File: src/rtl/sdram_arbiter.sv
// sdram_arbiter: shares one single-word SDRAM controller between a high-priority
// CPU port (A) and a low-priority video prefetch port (B). Each access walks the
// controller's request/flag/idle handshake, refresh is only started between
// grants, and a run counter bounds how long B can be starved by back-to-back A.
module sdram_arbiter #(
  parameter int ADDR_W    = 25,
  parameter int MAX_A_RUN = 4
) (
  input  logic              clock,
  input  logic              reset,
  // port A (CPU path, high priority)
  input  logic              a_req,
  input  logic              a_we,
  input  logic [ADDR_W-1:0] a_addr,
  input  logic [15:0]       a_wdata,
  output logic              a_ack,
  output logic [15:0]       a_rdata,
  // port B (video prefetch path, low priority)
  input  logic              b_req,
  input  logic              b_we,
  input  logic [ADDR_W-1:0] b_addr,
  input  logic [15:0]       b_wdata,
  output logic              b_ack,
  output logic [15:0]       b_rdata,
  // refresh strobe from the bus-idle detector
  input  logic              refresh_in,
  // SDRAM controller interface
  output logic [ADDR_W-1:0] ctl_address,
  output logic [9:0]        ctl_access_num,
  output logic [15:0]       ctl_data_in,
  output logic              ctl_write_request,
  output logic              ctl_read_request,
  output logic              ctl_enable_refresh,
  input  logic [15:0]       ctl_data_out,
  input  logic              ctl_write_flag,
  input  logic              ctl_read_flag,
  input  logic              ctl_idle,
  // status
  output logic              grant_b
);

  typedef enum logic [2:0] {
    S_IDLE,
    S_ISSUE,
    S_XFER,
    S_DONE,
    S_REFRESH
  } state_t;

  localparam logic [3:0] MAX_RUN = 4'(MAX_A_RUN);

  state_t            r_state;
  state_t            w_state_next;
  logic              r_winner_b;
  logic              r_we;
  logic [ADDR_W-1:0] r_addr;
  logic [15:0]       r_wdata;
  logic [3:0]        r_run_cnt;
  logic              r_refresh_pending;
  logic [15:0]       r_a_rdata;
  logic [15:0]       r_b_rdata;

  logic w_start_refresh;
  logic w_grant;
  logic w_pick_b;
  logic w_flag;

  // Refresh has priority over a new grant, and both need an idle controller.
  assign w_start_refresh = (r_state == S_IDLE) && ctl_idle && r_refresh_pending;
  assign w_grant         = (r_state == S_IDLE) && ctl_idle && !r_refresh_pending
                           && (a_req || b_req);
  // B wins when it is alone, or when A has used up its run while B waited.
  assign w_pick_b        = b_req && (!a_req || (r_run_cnt == MAX_RUN));
  // Handshake flag belonging to the latched command direction.
  assign w_flag          = r_we ? ctl_write_flag : ctl_read_flag;

  assign ctl_address    = r_addr;
  assign ctl_data_in    = r_wdata;
  assign ctl_access_num = 10'h001;
  assign a_rdata        = r_a_rdata;
  assign b_rdata        = r_b_rdata;

  // State register.
  always_ff @(posedge clock or posedge reset) begin
    if (reset) begin
      r_state <= S_IDLE;
    end else begin
      r_state <= w_state_next;
    end
  end

  // Next-state and handshake/ack outputs, all decoded from the current state.
  always_comb begin
    w_state_next       = r_state;
    ctl_write_request  = 1'b0;
    ctl_read_request   = 1'b0;
    ctl_enable_refresh = 1'b0;
    a_ack              = 1'b0;
    b_ack              = 1'b0;
    grant_b            = 1'b0;
    case (r_state)
      S_IDLE: begin
        if (w_start_refresh) begin
          w_state_next = S_REFRESH;
        end else if (w_grant) begin
          w_state_next = S_ISSUE;
        end
      end
      S_ISSUE: begin
        ctl_write_request = r_we;
        ctl_read_request  = !r_we;
        grant_b           = r_winner_b;
        if (w_flag) begin
          w_state_next = S_XFER;
        end
      end
      S_XFER: begin
        grant_b = r_winner_b;
        if (!w_flag) begin
          w_state_next = S_DONE;
        end
      end
      S_DONE: begin
        grant_b      = r_winner_b;
        a_ack        = !r_winner_b;
        b_ack        = r_winner_b;
        w_state_next = S_IDLE;
      end
      S_REFRESH: begin
        ctl_enable_refresh = 1'b1;
        w_state_next       = S_IDLE;
      end
      default: begin
        w_state_next = S_IDLE;
      end
    endcase
  end

  // Latch the winner's command at grant so requesters may change inputs afterwards.
  always_ff @(posedge clock or posedge reset) begin
    if (reset) begin
      r_winner_b <= 1'b0;
      r_we       <= 1'b0;
      r_addr     <= '0;
      r_wdata    <= '0;
    end else if (w_grant) begin
      r_winner_b <= w_pick_b;
      r_we       <= w_pick_b ? b_we    : a_we;
      r_addr     <= w_pick_b ? b_addr  : a_addr;
      r_wdata    <= w_pick_b ? b_wdata : a_wdata;
    end
  end

  // Fairness run counter: counts A grants taken while B was waiting.
  always_ff @(posedge clock or posedge reset) begin
    if (reset) begin
      r_run_cnt <= '0;
    end else if (w_grant) begin
      if (w_pick_b || !b_req) begin
        r_run_cnt <= '0;
      end else if (r_run_cnt != MAX_RUN) begin
        r_run_cnt <= r_run_cnt + 4'd1;
      end
    end
  end

  // Refresh request latch; a strobe arriving as it is consumed keeps it set.
  always_ff @(posedge clock or posedge reset) begin
    if (reset) begin
      r_refresh_pending <= 1'b0;
    end else begin
      r_refresh_pending <= refresh_in || (r_refresh_pending && (r_state != S_REFRESH));
    end
  end

  // Read data capture: every flagged beat in XFER overwrites, so the last one sticks.
  always_ff @(posedge clock or posedge reset) begin
    if (reset) begin
      r_a_rdata <= '0;
      r_b_rdata <= '0;
    end else if ((r_state == S_XFER) && !r_we && ctl_read_flag) begin
      if (r_winner_b) begin
        r_b_rdata <= ctl_data_out;
      end else begin
        r_a_rdata <= ctl_data_out;
      end
    end
  end

endmodule

File: config.mk
export PLATFORM = sky130hd
export DESIGN_NAME = sdram_arbiter
export DESIGN_NICKNAME = d
export VERILOG_FILES = /design/src/rtl/sdram_arbiter.sv
export SDC_FILE = /design/constraint.sdc
export NUM_CORES = 1
export LEC_CHECK = 0
export BUFFER_PORTS_ARGS = -buffer_cell sky130_fd_sc_hd__buf_4
export CAP_MARGIN = 20
export CORE_MARGIN = 10
export CORE_UTILIZATION = 41
export CTS_BUF_LIST = sky130_fd_sc_hd__clkbuf_16
export DETAILED_ROUTE_END_ITERATION = 8
export GPL_ROUTABILITY_DRIVEN = 0
export PLACE_DENSITY = 0.77
export SYNTH_ARGS = -nofsm -noshare
export SYNTH_HDL_FRONTEND = slang
export SYNTH_SLANG_ARGS = --single-unit
File: constraint.sdc
create_clock -name clock -period 2.9 [get_ports clock]
set_clock_uncertainty 0.15 [all_clocks]
set_input_delay 0.58 -clock clock [delete_from_list [all_inputs] [get_ports clock]]
set_output_delay 0.58 -clock clock [all_outputs]
set_load 0.005 [all_outputs]
# Yosys cells after proc, flatten, opt, wreduce, memory -nomap -nowiden
# Cells that the tools add are included.
# classes
addsub	1
eq_ne	10
mux	17
n_bitwise	1
reduce_logical	24
# op_table
op	n
2-to-1 mux 25 bit	1
2-to-1 mux 16 bit	1
2-to-1 mux 3 bit	4
case mux 3 bit (3 select lines)	1
logical AND 1 bit	8
2-to-1 mux 1 bit	8
2-to-1 mux 4 bit	2
== test 3 x 2 -> 1 bit (second input constant)	2
inequality test 3 bit (second input constant)	2
AND reduction 2 bit	3
zero test 1 bit	5
adder 4 x 1 -> 4 bit (second input constant)	1
== test 4 x 3 -> 1 bit (second input constant)	1
logical OR 1 bit	4
inequality test 2 bit (second input constant)	2
inequality test 4 x 3 -> 1 bit (second input constant)	1
== test 3 x 1 -> 1 bit (second input constant)	1
== test 3 bit (second input constant)	1
zero test 3 bit	1
AND reduction 3 bit	1
OR reduction 3 bit	1
nonzero test 2 bit	1
inverter 1 bit	1
# totals
register_bits	83
in_bits	108
elab_cells	62

# Longest topological paths before layout
# logic_depth
depth_word	7
mapped_depth	8
depth_no_buf	6

# Least setup slack after synthesis
# No wires, ideal clock.
# synth_timing
path_type	input to register
startpoint	input ctl_read_flag
endpoint	register r_a_rdata[0] (netlist: a_rdata[0])
setup_time_ns	0.125
arrival_ns	1.607
t_required_ns	2.625
setup_slack_ns	1.017
cell_stages	4
n_path_buf	1
cell_sequence	nand2b_1 nor4b_4 buf_8 mux2_4
# synth_between
elab_chain_len	2
# synth_rtl
item	line_no	source
from (decl)	36	input logic ctl_read_flag,
logical AND 1 bit	181	end else if ((r_state == S_XFER) && !r_we && ctl_read_flag) begin
AND reduction 2 bit (no line)	--	
to (signal assigned)	185	r_a_rdata <= ctl_data_out;
to (decl)	60	logic [15:0] r_a_rdata;
# No other way between the ends.
# A chain may end at the register's enable or synchronous reset.

# Worst setup path after layout
# layout_timing
startpoint	register r_run_cnt[0]
endpoint	register r_we
# layout_between
elab_chain_len	4
# layout_rtl
item	line_no	source
from (decl)	58	logic [3:0] r_run_cnt;
from (signal assigned)	162	r_run_cnt <= r_run_cnt + 4'd1;
== test 4 x 3 -> 1 bit	73	assign w_pick_b = b_req && (!a_req || (r_run_cnt == MAX_RUN));
logical OR 1 bit	73	
logical AND 1 bit	73	
2-to-1 mux 1 bit	148	r_we <= w_pick_b ? b_we : a_we;
to (signal assigned)	148	
to (decl)	55	logic r_we;
# No other way between the ends.

==> impl_metrics.prom <==
# TYPE chip_impl_metric gauge
chip_impl_metric{name="clk_pin_slew",unit="ns"} 0.06
chip_impl_metric{name="cp_max_fo",unit=""} 42
chip_impl_metric{name="number_of_antenna_violations_at_the_first_check_in_global_routing",unit=""} 0
chip_impl_metric{name="area_growth",unit="%"} 48.6
chip_impl_metric{name="first_global_vias",unit=""} 3532
chip_impl_metric{name="finish.instance_area",unit="um2"} 5590
chip_impl_metric{name="final_min_period_over_clock_period",unit="%"} 75.2
chip_impl_info{name="layout_common_cells",value="buf_4 (188), a21oi_1 (87), dfrtp_1 (83), nand2_1 (49), nor2_1 (46)"} 1
chip_impl_metric{name="synth_top_cell_area_share",unit="%"} 55.2
chip_impl_metric{name="post-cts-setup-buffer-count",unit=""} 0
chip_impl_metric{name="floorplan.initialDensity",unit="%"} 42.5
chip_impl_metric{name="max_stage_delay",unit="ns"} 0.68
chip_impl_metric{name="syn_area",unit="um2"} 3760
chip_impl_info{name="hp-class",value="input port to asynchronous set/reset pin"} 1
chip_impl_metric{name="cts_hold_buf",unit=""} 0
chip_impl_metric{name="syn-instance-count",unit=""} 372
chip_impl_metric{name="grt_residual_overflow",unit=""} 0
chip_impl_metric{name="track_usage",unit="%"} 17.2
chip_impl_metric{name="route.antenna.remaining_nets",unit=""} 0
chip_impl_metric{name="die_x",unit="um"} 116
chip_impl_metric{name="synthDistinctLibCells",unit=""} 35
chip_impl_info{name="cp_slowest_cell",value="or2_2"} 1
chip_impl_metric{name="global_route_met3_utilization",unit="%"} 8.48
chip_impl_metric{name="maxClockFrequency",unit="GHz"} 0.459
chip_impl_metric{name="core_area",unit="um2"} 8850
chip_impl_metric{name="cts-htree-levels",unit=""} 3
chip_impl_metric{name="initialDrtViolationCount",unit=""} 219
chip_impl_metric{name="total_of_flip_flops_plus_latches_after_synthesis",unit=""} 83
chip_impl_info{name="largest_area_contributor_in_the_synthesized_netlist",value="dfrtp_1"} 1
chip_impl_metric{name="post_cts.resized_instances",unit=""} 0
chip_impl_metric{name="cts_sinks",unit=""} 83
chip_impl_metric{name="insertedDiodeCount",unit=""} 0
chip_impl_metric{name="placement.setup.worst_slack",unit="ns"} 0.611
chip_impl_metric{name="irDropWorstVdd",unit="mV"} 0.405
chip_impl_metric{name="min_tclk_post_route",unit="ns"} 2.18
chip_impl_metric{name="slew_headroom",unit="%"} 45.5
chip_impl_metric{name="detail_route.first_pass.iterations",unit=""} 7
chip_impl_metric{name="yosysWarnings",unit=""} 0
chip_impl_metric{name="max_cap_viols",unit=""} 0
chip_impl_metric{name="setup_total_negative_slack",unit="ns"} 0
chip_impl_metric{name="clock_latency",unit="ns"} 0.33
chip_impl_metric{name="final_layout_size_suffix_gt1_share",unit="%"} 45.3
chip_impl_metric{name="wire_length_of_the_first_global_routing_pass",unit="mm"} 18.2
chip_impl_metric{name="finish.net_count",unit=""} 660
chip_impl_metric{name="viasPerCell",unit=""} 5.08
chip_impl_info{name="crit_path_cell_trace",value="inv_1 > ha_1 > and4b_1 > or2_2 > a21oi_1 > a21oi_1"} 1
chip_impl_metric{name="final_max_slew_viol_count",unit=""} 0
chip_impl_info{name="tritoncts",value="yes"} 1
chip_impl_info{name="commonest_non_fill_non_tap_cell_in_the_layout",value="buf_4"} 1
chip_impl_metric{name="die_h",unit="um"} 116
chip_impl_metric{name="synthesized_area_per_cell",unit="um2"} 10.1
chip_impl_metric{name="grt_max_degree",unit=""} 84
chip_impl_metric{name="report.final.setup_viol",unit=""} 0
chip_impl_metric{name="rows",unit=""} 34
chip_impl_info{name="rsz0062_at_grt",value="no"} 1
chip_impl_metric{name="wirelength",unit="mm"} 12.1
chip_impl_metric{name="routed-via-count",unit=""} 3363
chip_impl_metric{name="cellPowerDensity",unit="nW/um2"} 948
chip_impl_metric{name="io_buffers",unit=""} 186
chip_impl_metric{name="ctsLongestPathBuffers",unit=""} 2
chip_impl_metric{name="worstMarginPinSlew",unit="ns"} 0.818
chip_impl_info{name="worst-setup-path-type",value="register to register"} 1
chip_impl_metric{name="groute.layer.met1.usage",unit="%"} 20.0
chip_impl_metric{name="fp.dieArea",unit="um2"} 13400
chip_impl_metric{name="cts_inserted_buffers",unit=""} 9
chip_impl_info{name="ctsRootBufferMaster",value="clkbuf_16"} 1
chip_impl_metric{name="io_pins",unit=""} 197
chip_impl_metric{name="fillCellCount",unit=""} 721
chip_impl_metric{name="remaining_drc_errors",unit=""} 0
chip_impl_metric{name="cp.required",unit="ns"} 3.00
chip_impl_info{name="run_status",value="complete, no violations"} 1
chip_impl_info{name="synth.area.top_cells",value="dfrtp_1 (55%), a21oi_1 (12%), mux2_2 (6.6%)"} 1
chip_impl_metric{name="post-route-worst-setup-slack",unit="ns"} 0.720
chip_impl_metric{name="place_area",unit="um2"} 5230
chip_impl_metric{name="power_leakage",unit="nW"} 2.79
chip_impl_info{name="sort_of_element_at_the_start_of_the_critical_path",value="register"} 1
chip_impl_metric{name="grt.met2_usage",unit="%"} 28.0
chip_impl_metric{name="ys_seq_area_share",unit="%"} 55.2
chip_impl_metric{name="worst-endpoint-arrival",unit="ns"} 2.28
chip_impl_metric{name="place_hpwl",unit="mm"} 9.22
chip_impl_metric{name="finalCoreUtilization",unit="%"} 63.2
chip_impl_info{name="cp-end-kind",value="register"} 1
chip_impl_metric{name="post_drt_wl_per_cell",unit="um"} 18.3
chip_impl_info{name="global_route.peak_usage_layer",value="met2"} 1
chip_impl_metric{name="hold_violations",unit=""} 0
chip_impl_info{name="critical-path-top-cell-by-count",value="a21oi_1"} 1
==> cell families (layout without fill, tap and decap cells) <==
kind of cell,Yosys count,after routing,synth area share [%]
AO/OA/AOI/OAI,98,98,13.6
adder cells (fa/ha/maj),2,2,0.665
buffers and inverters,38,212,5.48
flip-flops,83,83,55.2
multiplexers,32,32,10.6
other,2,10,0.199
AND/OR/NAND/NOR,117,117,14.3
==> layer usage <==
| metal | vias to the layer above | routed length (um) |
|---|---|---|
| li1 | 1593 | - |
| met2 | 174 | 5640 |
| met1 | 1588 | 4830 |
| met5 | - | 0 |
| met3 | 8 | 1530 |
| met4 | 0 | 106 |
==> cell type report <==
| type | instances | area (um2) | area share, % |
|---|---|---|---|
| Clock inverter | 6 | 138 | 2.46 |
| Clock buffer | 9 | 225 | 4.03 |
| Timing Repair Buffer | 191 | 1470 | 26.3 |
| Sequential cell | 83 | 2080 | 37.1 |
| Multi-Input combinational cell | 259 | 1520 | 27.2 |
| Inverter | 6 | 23.8 | 0.425 |
| Tap cell | 108 | 135 | 2.42 |
==> final timing paths <==
path	startpoint	end	slack, ns	cells after the start
max	r_run_cnt[0]$_DFFE_PP0P_	r_we$_DFFE_PP0P_	0.72	6
max in group asynchronous	reset	ctl_data_in[8]$_DFFE_PP0P_	2.05	3
max reg2reg	r_run_cnt[0]$_DFFE_PP0P_	r_we$_DFFE_PP0P_	0.72	6
min reg2reg	r_run_cnt[3]$_DFFE_PP0P_	r_run_cnt[3]$_DFFE_PP0P_	0.35	1
min	reset	b_rdata[14]$_DFFE_PP0P_	0.20	3
min in group clock	refresh_in	r_refresh_pending$_DFF_PP0_	0.30	2
==> registers in the layout, indices dropped and copies added, names as in the netlist <==
register	flops
a_rdata	16
b_rdata	16
ctl_address	25
ctl_data_in	16
r_refresh_pending	1
r_run_cnt	4
r_state	3
r_we	1
r_winner_b	1
==> power by group <==
| group | switching (mW) | internal (mW) | total (mW) | leakage (nW) |
|---|---|---|---|---|
| clock network | 0.449 | 0.928 | 1.38 | 0.176 |
| registers | 0.339 | 1.69 | 2.03 | 1.02 |
| logic | 0.781 | 1.12 | 1.90 | 1.60 |
==> through the flow <==
stage | hold WS, ns | power (mW) | std cells
floorplan | 0.304 | 2.81 | 380
global placement | 0.332 | 3.90 | 647
detailed placement | 0.344 | 3.97 | 647
CTS | 0.216 | 5.37 | 662
global route | 0.219 | 5.66 | 662
finish | 0.197 | 5.30 | 662
==> synthesized netlist by cell type, drive strengths merged <==
cell type  count
a21oi         87
dfrtp         83
nand2         50
nor2          47
mux2          32
buf           21
clkbuf        11
inv            6
o21ai          4
nor3b          3
and2           2
and2b          2
conb           2
ha             2
nand2b         2
nand3          2
nor2b          2
nor4b          2
a21o           1
a311o          1
a311oi         1
and3           1
and3b          1
and4b          1
nand4          1
o211ai         1
o21ba          1
o22ai          1
o31ai          1
or2            1
==> worst max-delay path: cells and delay by family (launching register included) <==
kind	cells	cell delay, ns
and+or+nand+nor	2	0.95
DFF	1	0.42
AOI/OAI and AO/OA	2	0.34
adders and majority gates	1	0.18
buffers and inverters	1	0.08
(Power assumes the default switching activity.)
